==> src/rtl/brg_xcel_pkg.sv <==
// Shared definitions for the accelerator memory-master adapter: field widths,
// the load-ID layout and the elaboration-time width check.
package brg_xcel_pkg;

    // Width of a field that indexes n entries (never narrower than one bit).
    function automatic int field_w(input int n);
        return (n > 1) ? $clog2(n) : 1;
    endfunction

    // True when a load ID of lid_w bits can carry {chan, slot}.
    function automatic bit load_id_fits(input int num_chan, input int max_out, input int lid_w);
        return (lid_w >= ($clog2(num_chan) + $clog2(max_out)));
    endfunction

    // Decoded load ID; the chan field keeps every bit above the slot so that
    // a non-zero pad shows up as an out-of-range channel.
    localparam int LidFieldW = 32;

    typedef struct packed {
        logic [LidFieldW-1:0] chan;
        logic [LidFieldW-1:0] slot;
    } load_id_s;

    // Split a raw load ID into its channel and slot fields.
    function automatic load_id_s decode_load_id(input logic [31:0] id, input int slot_shift);
        load_id_s   d;
        logic [31:0] mask;
        mask   = (32'd1 << slot_shift) - 32'd1;
        d.chan = id >> slot_shift;
        d.slot = id & mask;
        return d;
    endfunction

    // Pack a channel and slot into a raw load ID.
    function automatic logic [31:0] encode_load_id(input logic [31:0] chan, input logic [31:0] slot,
                                                   input int slot_shift);
        return (chan << slot_shift) | slot;
    endfunction

endpackage

==> src/rtl/brg_xcel_tag_table.sv <==
// Per-channel bookkeeping: which load slots are in flight, the caller opaque
// value stored for each slot, and the one-entry response register that hands
// returned loads back to the channel.
module brg_xcel_tag_table
    import brg_xcel_pkg::*;
#(
    parameter  int max_out_p    = 8,
    parameter  int opq_width_p  = 8,
    parameter  int data_width_p = 32,
    localparam int SlotW        = field_w(max_out_p)
) (
    input  logic                    clk_i,
    input  logic                    reset_i,
    input  logic                    alloc_v_i,
    input  logic [opq_width_p-1:0]  alloc_opq_i,
    output logic [SlotW-1:0]        alloc_slot_o,
    output logic                    has_free_o,
    output logic [max_out_p-1:0]    slot_busy_o,
    input  logic                    ret_v_i,
    input  logic [SlotW-1:0]        ret_slot_i,
    input  logic [data_width_p-1:0] ret_data_i,
    output logic                    can_accept_o,
    output logic                    resp_v_o,
    output logic [data_width_p-1:0] resp_data_o,
    output logic [opq_width_p-1:0]  resp_opq_o,
    input  logic                    resp_ready_i,
    output logic                    busy_o
);

    logic [max_out_p-1:0]   free_r;
    logic [opq_width_p-1:0] opq_ram [max_out_p];
    logic                   resp_v_r;
    logic [data_width_p-1:0] resp_data_r;
    logic [opq_width_p-1:0] resp_opq_r;

    assign has_free_o   = |free_r;
    assign slot_busy_o  = ~free_r;
    assign can_accept_o = ~resp_v_r | resp_ready_i;
    assign resp_v_o     = resp_v_r;
    assign resp_data_o  = resp_data_r;
    assign resp_opq_o   = resp_opq_r;
    assign busy_o       = ~(&free_r) | resp_v_r;

    // Lowest-numbered free slot, taken from the registered free vector only.
    always_comb begin
        alloc_slot_o = '0;
        for (int i = max_out_p - 1; i >= 0; i--) begin
            if (free_r[i]) begin
                alloc_slot_o = SlotW'(i);
            end
        end
    end

    // Claim a slot on an accepted load and release one on a good return.
    always_ff @(posedge clk_i) begin
        if (reset_i) begin
            free_r <= '1;
        end else begin
            if (alloc_v_i) begin
                free_r[alloc_slot_o] <= 1'b0;
            end
            if (ret_v_i) begin
                free_r[ret_slot_i] <= 1'b1;
            end
        end
    end

    // Opaque storage is written at allocation; contents are don't-care until then.
    always_ff @(posedge clk_i) begin
        if (alloc_v_i) begin
            opq_ram[alloc_slot_o] <= alloc_opq_i;
        end
    end

    // Response register: a return refills it (even while draining), otherwise a handshake empties it.
    always_ff @(posedge clk_i) begin
        if (reset_i) begin
            resp_v_r    <= 1'b0;
            resp_data_r <= '0;
            resp_opq_r  <= '0;
        end else if (ret_v_i) begin
            resp_v_r    <= 1'b1;
            resp_data_r <= ret_data_i;
            resp_opq_r  <= opq_ram[ret_slot_i];
        end else if (resp_v_r && resp_ready_i) begin
            resp_v_r    <= 1'b0;
        end
    end

endmodule

==> src/rtl/brg_xcel_mem_adapter.sv <==
// Memory-master adapter: round-robin arbitration of N accelerator request
// channels onto one endpoint master port, load-ID tagging, and routing of
// returned loads back to the issuing channel with its opaque value.
module brg_xcel_mem_adapter
    import brg_xcel_pkg::*;
#(
    parameter int num_chan_p      = 2,
    parameter int max_out_p       = 8,
    parameter int data_width_p    = 32,
    parameter int addr_width_p    = 32,
    parameter int opq_width_p     = 8,
    parameter int load_id_width_p = 11
) (
    input  logic                                      clk_i,
    input  logic                                      reset_i,
    input  logic [num_chan_p-1:0]                     req_v_i,
    input  logic [num_chan_p-1:0]                     req_we_i,
    input  logic [num_chan_p-1:0][addr_width_p-1:0]   req_addr_i,
    input  logic [num_chan_p-1:0][data_width_p-1:0]   req_data_i,
    input  logic [num_chan_p-1:0][data_width_p/8-1:0] req_mask_i,
    input  logic [num_chan_p-1:0][opq_width_p-1:0]    req_opq_i,
    output logic [num_chan_p-1:0]                     req_ready_o,
    output logic                                      out_v_o,
    output logic                                      out_we_o,
    output logic [addr_width_p-1:0]                   out_addr_o,
    output logic [data_width_p-1:0]                   out_data_o,
    output logic [data_width_p/8-1:0]                 out_mask_o,
    output logic [load_id_width_p-1:0]                out_load_id_o,
    input  logic                                      out_ready_i,
    input  logic                                      returned_v_i,
    input  logic [load_id_width_p-1:0]                returned_load_id_i,
    input  logic [data_width_p-1:0]                   returned_data_i,
    output logic                                      returned_yumi_o,
    output logic [num_chan_p-1:0]                     resp_v_o,
    output logic [num_chan_p-1:0][data_width_p-1:0]   resp_data_o,
    output logic [num_chan_p-1:0][opq_width_p-1:0]    resp_opq_o,
    input  logic [num_chan_p-1:0]                     resp_ready_i,
    output logic                                      idle_o,
    output logic                                      err_o
);

    localparam int ChanW     = field_w(num_chan_p);
    localparam int SlotW     = field_w(max_out_p);
    localparam int SlotShift = $clog2(max_out_p);

    if (!load_id_fits(num_chan_p, max_out_p, load_id_width_p) || (load_id_width_p > 32)) begin : g_bad_load_id_width
        $error("load_id_width_p cannot hold the chan and slot fields");
    end

    logic [num_chan_p-1:0]                  eligible;
    logic [num_chan_p-1:0]                  has_free;
    logic [num_chan_p-1:0]                  alloc_v;
    logic [SlotW-1:0]                       alloc_slot [num_chan_p];
    logic [num_chan_p-1:0][max_out_p-1:0]   slot_busy;
    logic [num_chan_p-1:0]                  can_accept;
    logic [num_chan_p-1:0]                  tbl_resp_v;
    logic [num_chan_p-1:0]                  tbl_busy;
    logic [num_chan_p-1:0]                  ret_v;
    logic [ChanW-1:0]                       rr_r;
    logic [ChanW-1:0]                       grant;
    logic                                   grant_found;
    logic                                   handshake;
    load_id_s                               ret_dec;
    logic                                   ret_chan_ok;
    logic                                   ret_slot_ok;
    logic [ChanW-1:0]                       ret_chan;
    logic [SlotW-1:0]                       ret_slot;
    logic                                   ret_slot_alloc;
    logic                                   ret_good;
    logic                                   err_r;

    // Channel index visited at position off of a scan that starts at base.
    function automatic int rr_pick(input logic [ChanW-1:0] base, input int off);
        int k;
        k = int'(base) + off;
        if (k >= num_chan_p) begin
            k = k - num_chan_p;
        end
        return k;
    endfunction

    // Stores never need a slot; loads need one free slot in their channel.
    assign eligible  = req_v_i & (req_we_i | has_free) & {num_chan_p{~reset_i}};
    assign out_v_o   = |eligible;
    assign handshake = out_v_o & out_ready_i;
    assign alloc_v   = req_ready_o & ~req_we_i;

    // Round-robin pick: first eligible channel at or after the pointer.
    always_comb begin
        grant       = '0;
        grant_found = 1'b0;
        for (int i = 0; i < num_chan_p; i++) begin
            if (!grant_found && eligible[rr_pick(rr_r, i)]) begin
                grant_found = 1'b1;
                grant       = ChanW'(rr_pick(rr_r, i));
            end
        end
    end

    // Only the granted channel sees ready, and only when the endpoint takes it.
    always_comb begin
        req_ready_o = '0;
        if (handshake) begin
            req_ready_o[grant] = 1'b1;
        end
    end

    assign out_we_o   = req_we_i[grant];
    assign out_addr_o = req_addr_i[grant];
    assign out_data_o = req_data_i[grant];
    assign out_mask_o = req_mask_i[grant];

    // Loads carry {chan, slot}; stores carry zero.
    always_comb begin
        out_load_id_o = '0;
        if (out_v_o && !out_we_o) begin
            out_load_id_o = load_id_width_p'(encode_load_id(32'(grant), 32'(alloc_slot[grant]), SlotShift));
        end
    end

    // Pointer moves past the winner only when a request is actually handed off.
    always_ff @(posedge clk_i) begin
        if (reset_i) begin
            rr_r <= '0;
        end else if (handshake) begin
            rr_r <= (rr_pick(grant, 1) == 0) ? '0 : ChanW'(rr_pick(grant, 1));
        end
    end

    assign ret_dec        = decode_load_id(32'(returned_load_id_i), SlotShift);
    assign ret_chan_ok    = (ret_dec.chan < 32'(num_chan_p));
    assign ret_slot_ok    = (ret_dec.slot < 32'(max_out_p));
    assign ret_chan       = ChanW'(ret_dec.chan);
    assign ret_slot       = SlotW'(ret_dec.slot);
    assign ret_slot_alloc = ret_chan_ok & ret_slot_ok & slot_busy[ret_chan][ret_slot];

    // Bad channels are always swallowed; good channels wait for response room.
    assign returned_yumi_o = returned_v_i & ~reset_i & (~ret_chan_ok | can_accept[ret_chan]);
    assign ret_good        = returned_yumi_o & ret_slot_alloc;

    // Any consumed return that does not match a live slot is a sticky error.
    always_ff @(posedge clk_i) begin
        if (reset_i) begin
            err_r <= 1'b0;
        end else if (returned_yumi_o && !ret_slot_alloc) begin
            err_r <= 1'b1;
        end
    end

    assign err_o    = err_r;
    assign idle_o   = ~(|tbl_busy);
    assign resp_v_o = tbl_resp_v & {num_chan_p{~reset_i}};

    for (genvar c = 0; c < num_chan_p; c++) begin : g_chan
        assign ret_v[c] = ret_good & (ret_chan == ChanW'(c));

        brg_xcel_tag_table #(
            .max_out_p    (max_out_p),
            .opq_width_p  (opq_width_p),
            .data_width_p (data_width_p)
        ) tag_table (
            .clk_i        (clk_i),
            .reset_i      (reset_i),
            .alloc_v_i    (alloc_v[c]),
            .alloc_opq_i  (req_opq_i[c]),
            .alloc_slot_o (alloc_slot[c]),
            .has_free_o   (has_free[c]),
            .slot_busy_o  (slot_busy[c]),
            .ret_v_i      (ret_v[c]),
            .ret_slot_i   (ret_slot),
            .ret_data_i   (returned_data_i),
            .can_accept_o (can_accept[c]),
            .resp_v_o     (tbl_resp_v[c]),
            .resp_data_o  (resp_data_o[c]),
            .resp_opq_o   (resp_opq_o[c]),
            .resp_ready_i (resp_ready_i[c]),
            .busy_o       (tbl_busy[c])
        );
    end

endmodule

==> config.mk <==
export PLATFORM = sky130hd
export DESIGN_NAME = brg_xcel_mem_adapter
export DESIGN_NICKNAME = d
export VERILOG_FILES = /design/src/rtl/brg_xcel_pkg.sv /design/src/rtl/brg_xcel_tag_table.sv /design/src/rtl/brg_xcel_mem_adapter.sv
export SDC_FILE = /design/constraint.sdc
export NUM_CORES = 1
export LEC_CHECK = 0
export ABC_CLOCK_PERIOD_IN_PS = 6600
export BUFFER_PORTS_ARGS = -buffer_cell sky130_fd_sc_hd__clkbuf_2
export CAP_MARGIN = 20
export CORE_AREA = 3 3 146 148
export DETAILED_ROUTE_END_ITERATION = 12
export DIE_AREA = 0 0 149 151
export HOLD_SLACK_MARGIN = 0.03
export PLACE_DENSITY = 0.82
export SYNTH_ARGS = -nofsm -noshare
export SYNTH_HDL_FRONTEND = slang
export SYNTH_HIERARCHICAL = 1
export SYNTH_SLANG_ARGS = --single-unit
==> constraint.sdc <==
create_clock -name clk_i -period 6.6 [get_ports clk_i]
set_input_delay 1.32 -clock clk_i [delete_from_list [all_inputs] [get_ports clk_i]]
set_output_delay 1.32 -clock clk_i [all_outputs]
set_load 0.02 [all_outputs]
==> results of run 1 <==
logic make-up after synthesis:
logic type	Yosys count	synth area share
compound gates	113	0.0817
buf+inv	78	0.0410
simple gates	203	0.0942
mux	194	0.205
flops	228	0.578
other cells	1	0.000371
layer usage:
metal / share of wire / routed length [µm] / vias to the layer above
met2: 0.47 / 15100 / 435
li1: - / - / 3703
met3: 0.10 / 3340 / 55
met1: 0.40 / 12700 / 3845
met5: 0.0015 / 47 / -
met4: 0.022 / 688 / 6
power groups by stage:
stage                     combinational (mW)  sequential [mW]  clock, mW
after floorplan                        0.169             1.53          0
after global placement                 0.299             1.53          0
after detailed placement               0.303             1.53          0
after CTS                              0.305             1.50       1.25
after global routing                   0.326             1.50       1.30
final                                  0.307             1.50       1.22
flip-flops by register name, indices dropped and copies added, names as in the netlist:
register	flops
g_chan.tag_table/resp_v_o	2
g_chan.tag_table/resp_data_o	64
g_chan.tag_table/resp_opq_o	16
g_chan.tag_table/free_r	16
g_chan.tag_table/opq_ram	128
rr_r	1
err_o	1
stage by stage:
step	cells	area (µm²)	worst slack [ns]
detailed placement	1418	12100	1.84
global route	1460	12800	1.65
global placement	1418	12100	1.92
CTS	1460	12800	1.83
finish	1462	12800	1.76
floorplan	823	10100	2.79
worst max-delay path, cell delays in order:
cell,delay (ns)
clkbuf_2,0.15
o21ai_2,0.11
o211ai_4,0.48
buf_4,0.72
mux2_2,0.48
clkbuf_2,0.18
cell type report:
class	count	area, µm²	share of cell area
diodes	2	5.00	0.000391
flip-flops and latches	228	5850	0.457
inverters	30	113	0.00881
clock buffers	31	606	0.0474
repair buffers	373	1890	0.148
clock inverters	11	101	0.00792
multi-input cells	517	3890	0.304
well taps	270	338	0.0264
cell usage in the layout (no fill, tap or decap), types with 4 or more instances in the layout:
master | synthesis | final
a211o_1 | 4 | 4
a21oi_1 | 18 | 18
a221o_1 | 11 | 11
a221oi_1 | 6 | 6
a31oi_1 | 4 | 4
buf_4 | 11 | 9
clkbuf_1 | 16 | 8
clkbuf_16 | 0 | 23
clkbuf_2 | 0 | 363
conb_1 | 1 | 7
dfxtp_1 | 100 | 100
edfxtp_1 | 128 | 128
inv_1 | 30 | 30
mux2_2 | 84 | 84
mux2i_1 | 106 | 106
nand2_1 | 36 | 36
nand2b_1 | 12 | 12
nor2_1 | 106 | 106
nor2b_1 | 16 | 16
nor3_1 | 7 | 6
o21ai_0 | 22 | 22
o221ai_1 | 5 | 5
o22ai_1 | 14 | 14
worst max path at each step:
stage,startpoint,endpoint
2_1_floorplan,req_we_i[0],out_load_id_o[0]
3_3_place_gp,req_we_i[0],out_data_o[4]
3_5_place_dp,req_we_i[0],out_data_o[4]
4_1_cts,req_we_i[0],out_data_o[4]
5_1_grt,g_chan[1].tag_table/free_r[5],out_data_o[4]
6_report,req_we_i[0],out_addr_o[14]
==> impl_metrics.py, run 1 <==
metrics = {
    "run_status": {
        "status": "finished, final reports clean",
    },
    "power": {
        "power.total_mw": 3.03,
        "p_per_area_nw_per_um2": 237,
        "leakagePower_nw": 5.40,
        "switchingPower_uw": 711,
        "p_clk_frac": 0.403,
        "ir_drop_mv": 0.201,
        "intPower_mw": 2.32,
        "pwr-share-seq": 0.496,
        "p_sw_frac": 0.235,
        "power_frac_comb": 0.101,
    },
    "sta": {
        "finalHoldViolCount": 0,
        "min_period_ns": 4.84,
        "worst_slew_pin_slew_ns": 1.13,
        "fin_setup_tns_ns": 0,
        "rsz0062_at_grt": "no",
        "slew_headroom": 0.248,
        "holdWs_ns": 0.466,
        "fin_skew_ns": 0.0313,
        "setup_viol": 0,
        "fmax_ghz": 0.207,
        "fin_crit_sh": 0.733,
        "slew_viol_final": 0,
    },
    "critical_path": {
        "end_kind": "output port",
        "crit_fanout": 62,
        "cp-start-kind": "input port",
        "required_ns": 5.28,
        "rr_worst_depth": 9,
        "r2r_start": "g_chan[1].tag_table/free_r[7]",
        "critical_path_arrival_ns": 3.52,
        "r2r_setup_slack_ns": 2.81,
        "reg2reg_to": "g_chan[0].tag_table/opq_ram[7][3]",
        "crit_type": "in -> out",
    },
    "logic_synthesis": {
        "yosysMostFrequentCell": "edfxtp_1",
        "synth_common_cells": "128 x edfxtp_1, 106 x mux2i_1, 106 x nor2_1",
        "synth_warnings": 6,
        "yosysTopAreaCellShare": 0.380,
        "yosys_register_bits": 228,
        "syn_inst": 817,
        "synth_edf_count": 128,
        "ys.flop_type": "edfxtp_1",
        "syn_area_um2": 10100,
        "synth_area_leaders": "edfxtp_1 38%, dfxtp_1 20%, mux2i_1 10%, mux2_2 9.3%, nor2_1 3.9%",
        "synth_area_per_cell_um2": 12.4,
        "ys_seq_area_frac": 0.578,
        "synth_cell_type_count": 60,
        "synth_largest_area_cell": "edfxtp_1",
        "async_flop_share": 0,
    },
    "clocking": {
        "cts-root-buf": "clkbuf_16",
        "clock_path_buffers": 3,
        "holdBufCountCts": 0,
        "cts_tree": "yes",
        "post_cts_buffers": 0,
        "cts_resized": 0,
        "cts.htree.levels": 1,
        "cts_sinks": 228,
        "clkTransAtPathRegs_ns": 0.06,
        "clk-insertion-delay-late_ns": 0.52,
        "cts_buffers": 23,
    },
    "drt": {
        "final_antenna_net_count": 0,
        "drt-initial-drc-count": 543,
        "drc_errors": 0,
        "drtPass1Iterations": 5,
        "via_per_inst": 5.50,
        "via_count": 8044,
        "wl_per_cell_um": 21.8,
        "wirelength_um": 31900,
    },
    "cells_and_area": {
        "drive_above_1_share": 0.427,
        "nNetsFinal": 1378,
        "area_delta_synth_final_pct": 26.4,
        "n_fill_cell": 1571,
        "final_util": 0.634,
    },
    "placed_design": {
        "gp_congestion": 0.912,
        "place.port_buffers": 365,
        "dp_hpwl_um": 24000,
    },
    "floorplan": {
        "die-width_um": 149,
        "io_pins": 373,
        "die_height_um": 151,
        "dieArea_um2": 22500,
        "placementRows": 52,
        "initial_core_util": 0.502,
        "core_area_um2": 20200,
    },
    "global_routing": {
        "grt_use_met1": 0.351,
        "antenna_found_initial": 6,
        "grt_max_degree": 78,
        "grtUsageMet3": 0.0817,
        "grt.total_usage": 0.265,
        "grt_pass1_wl_um": 45200,
        "use_met2": 0.430,
        "grt_pass1_vias": 7690,
        "gr-total-overflow": 0,
        "grt.busiest_layer": "met2",
    },
    "min_path": {
        "hold_end": "g_chan[1].tag_table/resp_opq_o[1]",
        "hold_path.class": "reg -> reg",
        "hp-start": "g_chan[1].tag_table/resp_opq_o[1]",
        "hold_path_depth": 2,
    },
    "run": {
        "drv_cap": 0,
    },
}
(Power assumes the default switching activity.)
==> run 2, diff against run 1 <==
--- a/config.mk
+++ b/config.mk
@@ -5,12 +5,13 @@
 export SDC_FILE = /design/constraint.sdc
 export NUM_CORES = 1
 export LEC_CHECK = 0
-export ABC_CLOCK_PERIOD_IN_PS = 6600
+export ABC_CLOCK_PERIOD_IN_PS = 4500
 export BUFFER_PORTS_ARGS = -buffer_cell sky130_fd_sc_hd__clkbuf_2
 export CAP_MARGIN = 20
-export CORE_AREA = 3 3 146 148
+export CORE_ASPECT_RATIO = 1.2
+export CORE_MARGIN = 3
+export CORE_UTILIZATION = 50
 export DETAILED_ROUTE_END_ITERATION = 12
-export DIE_AREA = 0 0 149 151
 export HOLD_SLACK_MARGIN = 0.03
 export PLACE_DENSITY = 0.82
 export SYNTH_ARGS = -nofsm -noshare
==> constraint.sdc (replaced) <==
create_clock -name clk_i -period 4.5 [get_ports clk_i]
set_input_delay 0.9 -clock clk_i [delete_from_list [all_inputs] [get_ports clk_i]]
set_output_delay 0.9 -clock clk_i [all_outputs]
set_load 0.02 [all_outputs]
==> run 2 against run 1 <==
Count of clock-buffer cells in the layout is 1 lower. Sequential share of layout area is 0.13 points higher. First-iteration DRC count is 19% higher. Total power is 43% higher. Combinational power is 45% higher. Global-route usage is 0.060 points lower. Cell area is 0.29% lower. Wire length is 4.3% lower. Register-to-register slack worse by 1.8 ns. Critical path type is now reg -> out. Largest power group unchanged. Highest routed layer unchanged.
==> impl_metrics.py, run 2 (synthesis gave the netlist of run 1 again) <==
metrics = {
    "drt": {
        "via_count": 8009,
        "drt-initial-drc-count": 648,
        "drtPass1Iterations": 6,
        "wl_per_cell_um": 21.0,
        "via_per_inst": 5.52,
        "final_antenna_net_count": 0,
        "drc_errors": 0,
        "wirelength_um": 30500,
    },
    "critical_path": {
        "reg2reg_to": "g_chan[0].tag_table/opq_ram[7][3]",
        "critical_path_arrival_ns": 2.93,
        "r2r_setup_slack_ns": 0.99,
        "cp_slowest_cell": "nor4_1",
        "end_kind": "output port",
        "rr_worst_depth": 9,
        "crit_family": "simple AND/OR/NAND/NOR gates",
        "crit_fanout": 68,
        "crit_type": "reg -> out",
        "cp-start-kind": "flop",
        "crit_chain": "nor4_1 > nand2_1 > o21a_1 > o211ai_4 > buf_12 > mux2_2 > clkbuf_2",
        "required_ns": 3.60,
        "r2r_start": "g_chan[1].tag_table/free_r[5]",
        "cp_slowest_stage_delay_ns": 0.53,
        "crit_buf_inv": 2,
    },
    "placed_design": {
        "dpl_cell_area_um2": 12100,
        "dp_hpwl_um": 23500,
        "place.port_buffers": 365,
        "gp_congestion": 0.938,
        "dpl.cell_count": 1411,
    },
    "sta": {
        "fin_crit_sh": 0.851,
        "rsz0062_at_grt": "no",
        "slew_viol_final": 0,
        "min_period_ns": 3.83,
        "worst_slew_pin_slew_ns": 0.911,
        "fmax_ghz": 0.261,
        "fin_setup_tns_ns": 0,
        "setup_viol": 0,
        "holdWs_ns": 0.470,
        "fin_skew_ns": 0.0151,
        "slew_headroom": 0.390,
        "finalHoldViolCount": 0,
    },
    "floorplan": {
        "die-width_um": 136,
        "core_area_um2": 19700,
        "placementRows": 56,
        "io_pins": 373,
        "dieArea_um2": 22000,
        "initial_core_util": 0.514,
        "die_height_um": 162,
    },
    "cells_and_area": {
        "area_delta_synth_final_pct": 26.0,
        "final_util": 0.648,
        "seq_area_um2": 5850,
        "drive_above_1_share": 0.429,
        "layout_common_cells": "363 x clkbuf_2, 128 x edfxtp_1, 106 x mux2i_1, 106 x nor2_1, 100 x dfxtp_1",
        "top_register": "g_chan.tag_table/opq_ram",
        "finalNonFillerCells": 1451,
        "multi_input_area_um2": 3890,
        "largest_reg_flops": 128,
        "nNetsFinal": 1378,
        "final_common_cell": "clkbuf_2",
        "final_area_um2": 12800,
        "n_fill_cell": 1501,
    },
    "global_routing": {
        "grt_pass1_wl_um": 44500,
        "gr-total-overflow": 0,
        "grt_pass1_vias": 7627,
        "grt_max_degree": 85,
        "antenna_found_initial": 6,
        "grt.total_usage": 0.265,
    },
    "clocking": {
        "clk-insertion-delay-late_ns": 0.50,
        "cts_tree": "yes",
        "holdBufCountCts": 0,
        "cts_sinks": 228,
        "clkTransAtPathRegs_ns": 0.06,
        "cts_resized": 0,
        "cts_buffers": 21,
        "clock_path_buffers": 3,
        "cts-root-buf": "clkbuf_16",
        "cts.htree.levels": 1,
        "post_cts_buffers": 0,
    },
    "min_path": {
        "hold_path.class": "reg -> reg",
        "hp-start": "g_chan[0].tag_table/resp_opq_o[0]",
        "hold_path_depth": 2,
        "hold_end": "g_chan[0].tag_table/resp_opq_o[0]",
    },
    "run": {
        "drv_cap": 0,
    },
    "power": {
        "p_per_area_nw_per_um2": 340,
        "leakagePower_nw": 5.39,
        "ir_drop_mv": 0.346,
    },
    "run_status": {
        "status": "finished, final reports clean",
    },
}
## run 2: worst max path at each step
stage / from / slack (ns) / cells after the start / end
after global placement: req_we_i[0] / 0.89 / 8 / g_chan[0].tag_table/opq_ram[7][7]
after global routing: g_chan[1].tag_table/free_r[5] / 0.47 / 7 / out_addr_o[9]
after floorplan: req_we_i[1] / 1.24 / 8 / g_chan[0].tag_table/opq_ram[3][0]
after CTS: g_chan[1].tag_table/free_r[5] / 0.70 / 7 / out_addr_o[6]
final: g_chan[1].tag_table/free_r[5] / 0.67 / 7 / out_data_o[3]
after detailed placement: req_we_i[0] / 0.89 / 8 / g_chan[0].tag_table/opq_ram[7][2]
## run 2: layout make-up
cell class	instances	share of cell area
clock inverters	8	0.00412
repair buffers	375	0.150
diodes	2	0.000393
multi-input cells	517	0.305
well taps	261	0.0256
inverters	30	0.00883
flip-flops and latches	228	0.458
clock buffers	30	0.0471
## run 2: metal layers
metal	up-vias	part of all wire	GRT usage
met5	-	0.0019	0
met4	8	0.016	0.0550
met3	43	0.091	0.0579
met2	434	0.50	0.464
met1	3816	0.39	0.338
li1	3708	-	-
## run 2: worst min-delay path: stages, from the launching register on
cell	delay [ns]
dfxtp_1	0.32
nand2_1	0.05
o21ai_0	0.06
## run 2: per-stage QoR
step                      power, mW  setup slack [ns]
after floorplan                2.50              1.24
after global placement         2.68             0.891
after detailed placement       2.69             0.893
after CTS                      4.35             0.695
after global routing           4.48             0.467
final                          4.33             0.670
## run 2: where the power goes
part           internal (mW)  switching (mW)  total (mW)
registers               2.20         0.00388        2.20
logic                  0.186           0.261       0.446
clock network          0.940           0.743        1.68
total                   3.33            1.01        4.33
==> run 3, diff against run 2 <==
--- a/config.mk
+++ b/config.mk
@@ -5,7 +5,7 @@
 export SDC_FILE = /design/constraint.sdc
 export NUM_CORES = 1
 export LEC_CHECK = 0
-export ABC_CLOCK_PERIOD_IN_PS = 4500
+export ABC_CLOCK_PERIOD_IN_PS = 4200
 export BUFFER_PORTS_ARGS = -buffer_cell sky130_fd_sc_hd__clkbuf_2
 export CAP_MARGIN = 20
 export CORE_ASPECT_RATIO = 1.2
==> constraint.sdc (replaced) <==
create_clock -name clk_i -period 4.2 [get_ports clk_i]
set_input_delay 0.84 -clock clk_i [delete_from_list [all_inputs] [get_ports clk_i]]
set_output_delay 0.84 -clock clk_i [all_outputs]
set_load 0.02 [all_outputs]
==> run 3 against run 2 <==
Sequential share of layout area is 0.26 points lower. Cell area is 0.58% higher. Sequential power is 7% higher. Global-route usage is 0.88 points lower. Largest cell class unchanged.
==> impl_metrics.py, run 3 (synthesis gave the netlist of run 1 again) <==
metrics = {
    "run_status": {
        "status": "finished, final reports clean",
    },
    "global_routing": {
        "gr-total-overflow": 0,
        "grt_pass1_vias": 7602,
        "grt_pass1_wl_um": 43200,
        "grt_max_degree": 69,
        "antenna_found_initial": 6,
        "grt.total_usage": 0.256,
    },
    "sta": {
        "fin_setup_tns_ns": 0,
        "setup_viol": 0,
        "rsz0062_at_grt": "no",
        "min_period_ns": 3.78,
        "fmax_ghz": 0.265,
        "slew_viol_final": 0,
        "worst_slew_pin_slew_ns": 1.00,
        "slew_headroom": 0.333,
        "fin_crit_sh": 0.899,
        "fin_skew_ns": 0.0114,
        "finalHoldViolCount": 0,
        "fin_ws_ns": 0.424,
        "holdWs_ns": 0.463,
    },
    "clocking": {
        "holdBufCountCts": 0,
        "cts-root-buf": "clkbuf_16",
        "cts_tree": "yes",
        "cts_buffers": 21,
        "post_cts_buffers": 0,
        "cts_sinks": 228,
        "cts.htree.levels": 1,
        "clkTransAtPathRegs_ns": 0.06,
        "clk-insertion-delay-late_ns": 0.50,
        "cts_resized": 0,
        "clock_path_buffers": 3,
    },
    "run": {
        "drv_cap": 0,
    },
    "min_path": {
        "hold_path.class": "reg -> reg",
    },
    "critical_path": {
        "crit_type": "reg -> out",
        "cp-start-kind": "flop",
        "required_ns": 3.36,
        "end_kind": "output port",
        "crit_fanout": 68,
        "critical_path_arrival_ns": 2.94,
    },
    "cells_and_area": {
        "final_util": 0.651,
        "n_fill_cell": 1485,
        "top_register": "g_chan.tag_table/opq_ram",
        "area_delta_synth_final_pct": 26.7,
        "drive_above_1_share": 0.432,
        "nNetsFinal": 1383,
        "final_common_cell": "clkbuf_2",
        "layout_common_cells": "363 x clkbuf_2, 128 x edfxtp_1, 106 x mux2i_1, 106 x nor2_1, 100 x dfxtp_1",
        "largest_reg_flops": 128,
    },
    "drt": {
        "via_per_inst": 5.53,
        "wl_per_cell_um": 20.5,
        "drtPass1Iterations": 5,
        "drt-initial-drc-count": 597,
        "final_antenna_net_count": 0,
        "wirelength_um": 29900,
        "drc_errors": 0,
        "via_count": 8057,
    },
    "floorplan": {
        "dieArea_um2": 22000,
        "placementRows": 56,
        "initial_core_util": 0.514,
        "die_height_um": 162,
        "io_pins": 373,
        "die-width_um": 136,
        "core_area_um2": 19700,
    },
    "placed_design": {
        "place.port_buffers": 365,
        "dp_hpwl_um": 22800,
        "dp_slack_ns": 0.748,
        "gp_congestion": 0.894,
    },
    "power": {
        "leakagePower_nw": 5.44,
        "power.total_mw": 4.72,
        "p_per_area_nw_per_um2": 368,
        "ir_drop_mv": 0.421,
    },
}
[run 3: worst max-delay path: stages, from the launching register on]
cell,delay [ns]
dfxtp_1,0.36
nor4_1,0.52
nand2_1,0.13
o21a_1,0.23
o211ai_4,0.18
buf_12,0.34
mux2_2,0.43
clkbuf_2,0.18
[run 3: stage by stage]
| step | cell area [µm²] | instances |
|---|---|---|
| 4_1_cts | 12800 | 1454 |
| 6_report | 12800 | 1456 |
| 3_5_place_dp | 12100 | 1416 |
| 3_3_place_gp | 12100 | 1416 |
| 5_1_grt | 12800 | 1456 |
| 2_1_floorplan | 10100 | 823 |
[run 3: metal layers]
| metal | vias to the layer above | wire [µm] | GRT usage |
|---|---|---|---|
| met2 | 504 | 14400 | 0.428 |
| li1 | 3709 | - | - |
| met4 | 8 | 1140 | 0.0958 |
| met1 | 3766 | 11200 | 0.322 |
| met5 | - | 58 | 0 |
| met3 | 70 | 3130 | 0.0638 |
[run 3: path summary, 6_finish.rpt]
check / from / slack (ns) / endpoint / cells after the start
max: g_chan[1].tag_table/free_r[5] / 0.42 / out_addr_o[7] / 7
min: g_chan[1].tag_table/resp_opq_o[6] / 0.46 / g_chan[1].tag_table/resp_opq_o[6] / 2
max reg2reg: g_chan[0].tag_table/free_r[5] / 0.71 / g_chan[1].tag_table/opq_ram[7][6] / 8
min reg2reg: g_chan[1].tag_table/resp_opq_o[6] / 0.46 / g_chan[1].tag_table/resp_opq_o[6] / 2
[run 3: cell type report]
class,instances,area [µm²],share of cell area
Timing Repair Buffer,380,1970,0.153
Clock buffer,31,614,0.0479
Multi-Input combinational cell,517,3890,0.303
Inverter,30,113,0.00878
Antenna cell,2,5.00,0.000390
Tap cell,261,327,0.0255
Clock inverter,7,62.6,0.00488
Sequential cell,228,5850,0.456
[run 3: power by group]
group | switching [mW] | leakage (nW) | internal (mW)
Clock | 0.805 | 0.336 | 1.08
Combinational | 0.276 | 3.15 | 0.200
Sequential | 0.00476 | 1.96 | 2.36
